[src/rtl/uart_fifo_pkg.sv]
// Shared definitions for the UART async FIFO: default geometry and Gray-code helpers
// used by both the write-side and read-side controllers.
package uart_fifo_pkg;

    localparam int FIFO_WIDTH_DEF = 8;
    localparam int FIFO_DEPTH_DEF = 8;

    // Helpers work on a fixed wide vector; callers zero-extend in and truncate out,
    // which leaves the Gray/binary mapping of any narrower width unchanged.
    localparam int PTR_MAX_W = 16;
    typedef logic [PTR_MAX_W-1:0] ptr_t;

    function automatic ptr_t bin2gray(input ptr_t bin);
        return bin ^ (bin >> 1);
    endfunction

    function automatic ptr_t gray2bin(input ptr_t gray);
        ptr_t bin;
        bin[PTR_MAX_W-1] = gray[PTR_MAX_W-1];
        for (int i = PTR_MAX_W - 2; i >= 0; i--) begin
            bin[i] = bin[i+1] ^ gray[i];
        end
        return bin;
    endfunction

endpackage

[src/rtl/gray_sync_2ff.sv]
// Two-flop synchroniser for a Gray-coded pointer crossing into the local clock domain.
module gray_sync_2ff #(
    parameter int WIDTH = 4
) (
    input  logic             rst_n_i,
    input  logic             clk_i,
    input  logic [WIDTH-1:0] d_i,
    output logic [WIDTH-1:0] q_o
);

    logic [WIDTH-1:0] r_sync1;
    logic [WIDTH-1:0] r_sync2;

    // NOTE: flops use non-blocking assignments so r_sync2 takes the old r_sync1, forming two stages.
    always_ff @(posedge clk_i or negedge rst_n_i) begin
        if (!rst_n_i) begin
            r_sync1 <= '0;
            r_sync2 <= '0;
        end else begin
            r_sync1 <= d_i;
            r_sync2 <= r_sync1;
        end
    end

    assign q_o = r_sync2;

endmodule

[src/rtl/uart_fifo_wr_arb_ctrl.sv]
// Write-side controller of the UART async FIFO: round-robin arbitration of two
// requesters onto the memory write port, write pointer generation and fill status.
module uart_fifo_wr_arb_ctrl
    import uart_fifo_pkg::*;
#(
    parameter int FIFO_WIDTH   = FIFO_WIDTH_DEF,
    parameter int FIFO_DEPTH   = FIFO_DEPTH_DEF,
    parameter int ADDR         = $clog2(FIFO_DEPTH),
    parameter int AFULL_THRESH = FIFO_DEPTH - 2
) (
    input  logic                  rst_n_i,
    input  logic                  wr_clk_i,
    input  logic                  req0_valid_i,
    input  logic [FIFO_WIDTH-1:0] req0_data_i,
    output logic                  req0_ready_o,
    input  logic                  req1_valid_i,
    input  logic [FIFO_WIDTH-1:0] req1_data_i,
    output logic                  req1_ready_o,
    input  logic [ADDR:0]         rd_gray_ptr_i,
    output logic [ADDR:0]         wr_gray_ptr_o,
    output logic                  mem_wr_valid_o,
    output logic [ADDR-1:0]       mem_wr_ptr_o,
    output logic [FIFO_WIDTH-1:0] mem_wr_data_o,
    output logic                  full_o,
    output logic                  almost_full_o,
    output logic [ADDR:0]         wr_level_o
);

    localparam int PW = ADDR + 1;
    localparam logic [PW-1:0] AFULL_LVL = PW'(AFULL_THRESH);

    logic [PW-1:0] r_wr_bin;
    logic [PW-1:0] r_wr_gray;
    logic          r_prio;

    logic [PW-1:0] w_rd_sync;
    logic [PW-1:0] w_rd_bin;
    logic [PW-1:0] w_wr_bin_nxt;
    logic [PW-1:0] w_level;
    logic          w_full;
    logic          w_grant0;
    logic          w_grant1;
    logic          w_accept;

    gray_sync_2ff #(
        .WIDTH (PW)
    ) u_rd_sync (
        .rst_n_i (rst_n_i),
        .clk_i   (wr_clk_i),
        .d_i     (rd_gray_ptr_i),
        .q_o     (w_rd_sync)
    );

    assign w_rd_bin     = PW'(gray2bin(PTR_MAX_W'(w_rd_sync)));
    assign w_wr_bin_nxt = r_wr_bin + PW'(1);
    assign w_level      = r_wr_bin - w_rd_bin;
    // Full when the pointers differ by exactly one lap: top two Gray bits inverted.
    assign w_full       = (r_wr_gray == {~w_rd_sync[ADDR:ADDR-1], w_rd_sync[ADDR-2:0]});

    // NOTE: every always_comb output gets a default first, so no path can infer a latch.
    always_comb begin
        w_grant0 = 1'b0;
        w_grant1 = 1'b0;
        if (req0_valid_i && (!req1_valid_i || !r_prio)) begin
            w_grant0 = 1'b1;
        end else if (req1_valid_i) begin
            w_grant1 = 1'b1;
        end
    end

    // Readies are gated by reset so nothing is accepted while the pointers are held clear.
    assign req0_ready_o   = w_grant0 & ~w_full & rst_n_i;
    assign req1_ready_o   = w_grant1 & ~w_full & rst_n_i;
    assign w_accept       = (req0_valid_i & req0_ready_o) | (req1_valid_i & req1_ready_o);

    assign mem_wr_valid_o = w_accept;
    assign mem_wr_ptr_o   = r_wr_bin[ADDR-1:0];
    assign mem_wr_data_o  = w_grant0 ? req0_data_i :
                            w_grant1 ? req1_data_i : '0;

    assign full_o         = w_full;
    assign almost_full_o  = (w_level >= AFULL_LVL);
    assign wr_level_o     = w_level;
    assign wr_gray_ptr_o  = r_wr_gray;

    always_ff @(posedge wr_clk_i or negedge rst_n_i) begin
        if (!rst_n_i) begin
            r_wr_bin  <= '0;
            r_wr_gray <= '0;
            r_prio    <= 1'b0;
        end else if (w_accept) begin
            r_wr_bin  <= w_wr_bin_nxt;
            r_wr_gray <= PW'(bin2gray(PTR_MAX_W'(w_wr_bin_nxt)));
            r_prio    <= w_grant0;
        end
    end

endmodule

[config.mk]
export PLATFORM = sky130hd
export DESIGN_NAME = uart_fifo_wr_arb_ctrl
export DESIGN_NICKNAME = d
export VERILOG_FILES = /design/src/rtl/uart_fifo_pkg.sv /design/src/rtl/gray_sync_2ff.sv /design/src/rtl/uart_fifo_wr_arb_ctrl.sv
export SDC_FILE = /design/constraint.sdc
export NUM_CORES = 1
export LEC_CHECK = 0
export ABC_AREA = 0
export CORE_ASPECT_RATIO = 0.8
export CORE_UTILIZATION = 42
export CTS_CLUSTER_DIAMETER = 50
export DETAILED_ROUTE_END_ITERATION = 8
export PLACE_DENSITY = 0.83
export SLEW_MARGIN = 20
export SYNTH_ARGS = -nofsm -noshare
export SYNTH_HDL_FRONTEND = slang
export SYNTH_SLANG_ARGS = --single-unit
[constraint.sdc]
create_clock -name wr_clk_i -period 4 [get_ports wr_clk_i]
set_input_delay 1 -clock wr_clk_i [delete_from_list [all_inputs] [get_ports wr_clk_i]]
set_output_delay 1 -clock wr_clk_i [all_outputs]
set_load 0.02 [all_outputs]
After elaboration in Yosys (flattened, before gate mapping)
Cells that the tools add are included.
{ "totals": {"ff_bits": 17, "elab_cells": 31} }
{ "op_classes": {"reduce_logical": 4, "n_mux": 5, "bitwise": 13, "n_lt_le_gt_ge": 1, "n_addsub": 2, "n_eq_ne": 1} }
{ "op_table": {"columns": ["op", "count"], "rows": [
  ["2-to-1 mux 8 bit", 2],
  ["bitwise AND 1 bit", 6],
  ["adder 4 x 1 -> 4 bit (second input constant)", 1],
  ["equality test 4 bit", 1],
  [">= comparator 4 x 3 -> 1 bit (second input constant)", 1],
  ["subtractor 4 bit", 1],
  ["bitwise XOR 4 x 3 -> 4 bit", 1],
  ["2-to-1 mux 1 bit", 3],
  ["bitwise XOR 1 bit", 3],
  ["zero test 1 bit", 2],
  ["inverter 2 bit", 1],
  ["logical AND 1 bit", 1],
  ["logical OR 1 bit", 1],
  ["inverter 1 bit", 1],
  ["OR 1 bit", 1]
]} }

Depth between registers and ports, before layout
{ "logic_depth": {"depth_word": 8, "ltp_mapped": 9} }

Hierarchy
From an unflattened synthesis, not the netlist that was laid out.
{ "hier_totals": {"hier_cells": 95, "hier_area_um2": 952.2} }
{ "by_module_without_submodules": {"columns": ["module", "area_each_um2", "cells_each", "instances"], "rows": [
  ["uart_fifo_wr_arb_ctrl", 752.0, 87, 1],
  ["gray_sync_2ff", 200.2, 8, 1]
]} }

Worst setup path after synthesis
No wires, ideal clock.
{ "synth_timing": {"kind": "register to output", "start": "register u_rd_sync.r_sync2[3] (netlist: u_rd_sync.q_o[3])", "end": "output port almost_full_o", "path_stages_with_launch": 10, "arrival_ns": 2.404, "slack_ns": 0.596, "cell_sequence": "dfrtp_1 xnor2_1 xor2_1 xnor2_1 ha_1 inv_1 fa_1 xor2_1 nand2_1 o21ai_0"} }
{ "synth_between": {"elab_chain_cells": 5} }
{ "synth_rtl": {"columns": ["item", "line", "text"], "rows": [
  ["start, declared", "gray_sync_2ff.sv:12", "logic [WIDTH-1:0] r_sync2;"],
  ["start signal, assigned", "gray_sync_2ff.sv:21", "r_sync2 <= r_sync1;"],
  ["bitwise XOR 1 bit *", "uart_fifo_pkg.sv:21", "bin[i] = bin[i+1] ^ gray[i];"],
  ["bitwise XOR 1 bit (2 in a row)", "uart_fifo_pkg.sv:21", null],
  ["subtractor 4 bit *", "uart_fifo_wr_arb_ctrl.sv:56", "assign w_level = r_wr_bin - w_rd_bin;"],
  ["named net wr_level_o[2]", "uart_fifo_wr_arb_ctrl.sv:26", "output logic [ADDR:0] wr_level_o"],
  [">= comparator 4 x 3 -> 1 bit *", "uart_fifo_wr_arb_ctrl.sv:82", "assign almost_full_o = (w_level >= AFULL_LVL);"],
  ["end, declared", "uart_fifo_wr_arb_ctrl.sv:25", "output logic almost_full_o,"]
]} }
Mark *: on every way through the listed nets, which the timed path passes. The rest lies on a longest branch.

Final worst setup path
{ "layout_timing": {"start": "register u_rd_sync.r_sync2[3] (netlist: u_rd_sync.q_o[3])", "end": "output port wr_level_o[2]"} }
{ "layout_between": {"elab_chain_cells": 4} }
{ "layout_rtl": {"columns": ["item", "line"], "rows": [
  ["bitwise XOR 1 bit *", "uart_fifo_pkg.sv:21"],
  ["bitwise XOR 1 bit (2 in a row)", "uart_fifo_pkg.sv:21"],
  ["subtractor 4 bit *", "uart_fifo_wr_arb_ctrl.sv:56"],
  ["end, declared", "uart_fifo_wr_arb_ctrl.sv:26"]
]} }
Mark *: on every way between the ends. The rest lies on a longest branch, timed or not.

==> summary.txt <==
Run status
  • Status: finished clean

Global route
  • Vias in the first global route: 853
  • Initial antenna violation count: 0
  • Total Routing Usage GR: 20.18%
  • Largest net degree at the start of global routing: 19
  • First-pass GRT wire length: 3767 um
  • Gr ovfl total: 0

Power
  • Final total power: 1.129 mW
  • PwrDens: roughly 740 nW/um^2
  • Pleak: about 0.68 nW
  • VDD IR max: between 0.6 and 0.7 mV

Setup path
  • Critical path required time: 3000 ps
  • CP Capture Type: output port
  • Setup crit start kind: flip-flop
  • R2R depth: 4
  • Critical path data arrival time: approximately 2900 ps
  • Reg2reg setup slack: between 2000 and 2500 ps
  • Critical path class: reg2out
  • Reg2Reg Capture Point: wr_gray_ptr_o[0]
  • CP max FO: 3
  • RR Startpoint: r_wr_bin[3]

Final layout
  • Share of cells above drive strength 1: 10.67%
  • Nets: between 150 and 200
  • Commonest non-fill, non-tap cell in the layout: clkdlybuf4s50_1
  • Ant. Diodes: 0
  • Non-filler cells in the finished layout: between 150 and 200
  • Most frequent cells in the layout: clkdlybuf4s50_1, nand2_1, dfrtp_1
  • Syn-to-layout area delta: 60.97%
  • Fin util: 71.64%

Hold path
  • Hold path startpoint: u_rd_sync.r_sync1[0]
  • Hold Path Class: reg2reg
  • Hold path cells: 0
  • Hold path endpoint: u_rd_sync.q_o[0]

Timing
  • Tightest Pin Transition: 467.3 ps
  • Final Slew Violations: 0
  • Slew HR: 68.74%
  • Hold_ws: 353.8 ps
  • Endpoints failing hold: 0
  • Tcrit/Tclk final: between 90 and 100%
  • Setup WS post-layout: ~130 ps
  • Fmax: 258.7 MHz
  • Worst Skew: 4.545 ps
  • Final Critical Period: 3865 ps
  • Final number of setup-violating endpoints: 0

Logic synthesis
  • Warnings from Yosys: 0
  • Post-synth ARST share: 100.0%
  • Register area share after synthesis: 42.05%
  • Post-synth top area cell: dfrtp_1
  • Top cells by area, synth: dfrtp_1, xnor2_1, nand2_1, xor2_1, mux2_4
  • Top cell type's share of synthesized area: 42.05%
  • Post-synth top flop: dfrtp_1
  • Mapped Cells: between 90 and 100
  • Cell Area, Synth: 952.2 um^2
  • Post-synth EDFFs: 0
  • Syn Nets: 124
  • Syn Area/Cell: 10.02 um^2
  • Netlist cell types: 23
  • Post-synthesis register bit count: 16

Detailed routing
  • Total routed wirelength: 2406 um
  • Antenna viol nets, final: 0
  • DRT Pass-1 Iters: 4
  • Per-cell routed wire length: between 10 and 15 um
  • Via count: between 800 and 900
  • Via density: 4.966
  • DRC violations left: 0
  • Initial DRC Count: 13

Floorplan
  • I/O pin count: 48
  • # rows: 15
  • Starting Density: 44.50%
  • Core Area: approximately 2100 um^2
  • Area of the die: between 2000 and 2500 um^2
  • Die X: ~55 um
  • Die Ht: 44.59 um

Run
  • Max-cap check violation count: 0

Placed design
  • Number of port buffers: 47
  • GPL Wtd Cong: 0.8015
  • Placed Instances: 169
  • DP HPWL: 1923 um
  • Pre-CTS WS: 201.6 ps

Clock network
  • CTS clk-pin slew, worst paths: 90 ps
  • Clock Tree Buf Depth: 2
  • CTS Buf Count: 3
  • CTS Root Cell: clkbuf_4
  • CTS Sinks: 16
  • # H-tree levels: 1
  • Clk Latency, worst-skew pair: approximately 280 ps
  • CTS tree: done
==> worst max-delay path, cell delays in order (launching register included) <==
cell and delay (ps):
dfrtp_1 430, xnor2_1 250, xor2_1 260, xnor2_1 170
ha_1 200, inv_1 60, fa_1 390, xor2_1 190
clkdlybuf4s50_1 630
==> report_power, final <==
part	internal, mW	switching, mW
logic	0.387	0.362
clock network	0.0553	0.0485
registers	0.209	0.0669
total	0.651	0.478
==> cells in the mapped netlist (2+ instances only) <==
cell type / instances
o21ai_0: 10
inv_1: 5
dfrtp_1: 16
nor2_1: 4
mux2_4: 4
nor3b_1: 2
xnor2_1: 9
xor2_1: 8
ha_1: 4
nand2_1: 19
clkbuf_1: 2
==> flip-flops by register name (all words and copies together), names as in the netlist <==
signal,cells
wr_gray_ptr_o,3
r_wr_bin,4
u_rd_sync.r_sync1,4
r_prio,1
u_rd_sync.q_o,4
==> layout make-up <==
class | instances | area (um^2)
fillers | 166 | 606.8
multi-input cells | 72 | 525.5
repair buffers | 53 | 520.5
flip-flops and latches | 16 | 400.4
clock buffers | 4 | 36.28
well taps | 25 | 31.28
inverters | 5 | 18.77
==> repair_timing <==
item / 4_1_cts / 5_1_grt
hold buffers: 0 / 0
pin swaps: 1 / 1
resized for setup: 0 / 2
setup endpoints to repair: 2 / 2
setup buffers: 1 / 1
==> per-stage QoR <==
step,cell area (um^2),setup TNS (ps)
after floorplan,952.2,0
after global placement,1476,0
after detailed placement,1476,0
after CTS,1520,0
after global routing,1533,-43.25
final,1533,0
==> cells by family (layout without fill, tap and decap cells) <==
group                    Yosys count  count (layout)  synth area share [%]
flip-flops                        16              16                 42.05
AO/OA/AOI/OAI                     14              14                 10.25
buffers and inverters              7              62                 2.760
XOR/XNOR                          17              17                 15.64
adder cells (fa/ha/maj)            5               5                 7.359
AND/OR/NAND/NOR                   32              32                 15.64
multiplexers                       4               4                 6.308
==> per-layer routing <==
| layer | up-vias | global-route usage (%) | part of all wire [%] |
|---|---|---|---|
| met3 | 8 | 3.216 | 4.3 |
| met4 | 0 | 11.00 | 2.3 |
| met2 | 23 | 33.73 | 49 |
| li1 | 423 | - | - |
| met1 | 415 | 25.74 | 45 |
| met5 | - | 0 | 0 |
==> worst max path at each step <==
stage | endpoint | slack, ps | startpoint
CTS | almost_full_o | 20 | u_rd_sync.q_o[3]
finish | wr_level_o[2] | 130 | u_rd_sync.q_o[3]
global placement | almost_full_o | 370 | u_rd_sync.q_o[3]
global route | wr_level_o[2] | -40 | u_rd_sync.q_o[3]
detailed placement | almost_full_o | 200 | u_rd_sync.q_o[3]
floorplan | almost_full_o | 600 | u_rd_sync.q_o[3]
(Power assumes the default switching activity.)
==> variant, RTL diff (config.mk and constraints unchanged) <==
The package constant `FIFO_DEPTH_DEF` goes from 8 to 16.
--- a/src/rtl/uart_fifo_pkg.sv
+++ b/src/rtl/uart_fifo_pkg.sv
@@ -5,3 +5,3 @@
     localparam int FIFO_WIDTH_DEF = 8;
-    localparam int FIFO_DEPTH_DEF = 8;
+    localparam int FIFO_DEPTH_DEF = 16;
 
Interface: changed (resized mem_wr_ptr_o, rd_gray_ptr_i, wr_gray_ptr_o and wr_level_o); port bits go from 48 to 52. No check against the original RTL was run, so the function may have changed too.
==> variant against the unedited design <==
Die area grew 23%; routed wire length rose by 22%; sequential power is 20% higher; sequential share of layout area increased by 1.3 points; hold slack improved by 0.0059 ns; setup slack worse by 0.027 ns; cell area rose by 19%; sequential cell count rose by 4; largest power group unchanged; synthesized area increased by 24%; combinational power increased by 24%; total power up 26%; clock skew fell by 0.0012 ns.
==> variant: results (changes against the unedited design) <==
clock-pin slew on the worst setup and hold paths 0.11 ns (+0.02 ns); total combinational power 0.930 mW (+24%); first-pass GRT wire length 4.77 mm (+27%); Routed WL 2.94 mm (+22%); clock buf count 3 (-1); Non-Clock Buffer Count 58 (+9.4%); comb_multi_in 81 (+13%); vias post-DR 1037 (+19%); Clock Network Area Fraction 2.88% (+0.51 points); post-synthesis xor/xnor area fraction 18.8% (+3.2 points); grt met2 use 32.6% (-1.1 points); routed wl met2 1.50 mm (+28%); net switching power 0.594 mW (+24%); non-filler cells, final 208 (+19%); fraction of area in multi-input gates 34.5% (+0.26 points); initial drt markers 33 (+20); count of input and output buffers 51 (+8.5%); CP arrival 2.89 ns (+0.02 ns); Post-synth top cells dfrtp_1 (20), nand2_1 (17), xnor2_1 (14); Clock group 0.162 mW (+56%); dpl ws 0.0216 ns (-0.180 ns); NumNets Final 204 (+13%); post-DP HPWL 2.33 mm (+21%); area of the multi-input gates 631 µm² (+20%); dpl cells 201 (+19%); M3 GR Usage 4.46% (+1.2 points); met1 Use GR 32.4% (+6.7 points); filler cell count 192 (+16%); Row Count 16 (+1); status finished, final reports clean; worst vdd ir 0.486 mV (-24%); Cell Area, Placed 0.00175 mm² (+18%); Yosys top cell area share 42.3% (+0.28 points); Slew HR 71.7% (+3.0 points); cell internal pwr 0.829 mW (+27%); Yosys cell types 32 (+39%); Total GRT Usage 21.3% (+1.1 points); Syn Inst Count 114 (+20%); mux contribution to synthesized area 3.81% (-2.5 points); ys async rst share 100% (unchanged); ranking of synthesized cells by area dfrtp_1 (42%), xnor2_1 (10%), nand2_1 (5.4%), ha_1 (5.3%), o21ai_0 (4.2%); post-cts resize count 2 (+2); complex-gate fraction of the synthesized area 11.6% (+1.4 points); max layer used met3; number of buffers added for setup after CTS 0 (-1); Final non-clock buffer share 30.8% (-3.1 points); Seq/total area 27.4% (+1.3 points); layout cells sized above 1 15.7% (+5.0 points); vias in the first global route 965 (+13%); M1 WL 1.33 mm (+23%); skew final 0.00334 ns (-0.00121 ns); latest clock arrival within the worst-skew pair 0.30 ns (+0.02 ns); Inverters excl. clock 9 (+4); CTS sink count 20 (+4); Mapped Nets 145 (+17%); routed wl met3 123 µm (+19%); sequential fraction of the synthesis area 42.3% (+0.28 points); Synth Area in Adders 6.98% (-0.37 points)
## variant: critical path, stage by stage (launching register included)
cell	delay, ns
dfrtp_1	0.43
xnor2_2	0.24
xor2_2	0.23
xor2_2	0.21
xnor2_1	0.14
ha_2	0.21
fa_2	0.21
inv_1	0.05
a21o_1	0.17
a21oi_1	0.20
xnor2_1	0.17
clkdlybuf4s15_1	0.34
## variant: final timing paths
check | to | depth (start not counted) | slack, ns | startpoint
min reg2reg | u_rd_sync.q_o[3] | 0 | 0.36 | u_rd_sync.r_sync1[3]
max | wr_level_o[4] | 11 | 0.11 | u_rd_sync.q_o[3]
min | u_rd_sync.q_o[3] | 0 | 0.36 | u_rd_sync.r_sync1[3]
max in group asynchronous | r_wr_bin[0] | 2 | 2.53 | rst_n_i
max reg2reg | r_wr_bin[4] | 7 | 2.13 | u_rd_sync.q_o[3]
min in group asynchronous | r_wr_bin[4] | 1 | 0.94 | rst_n_i
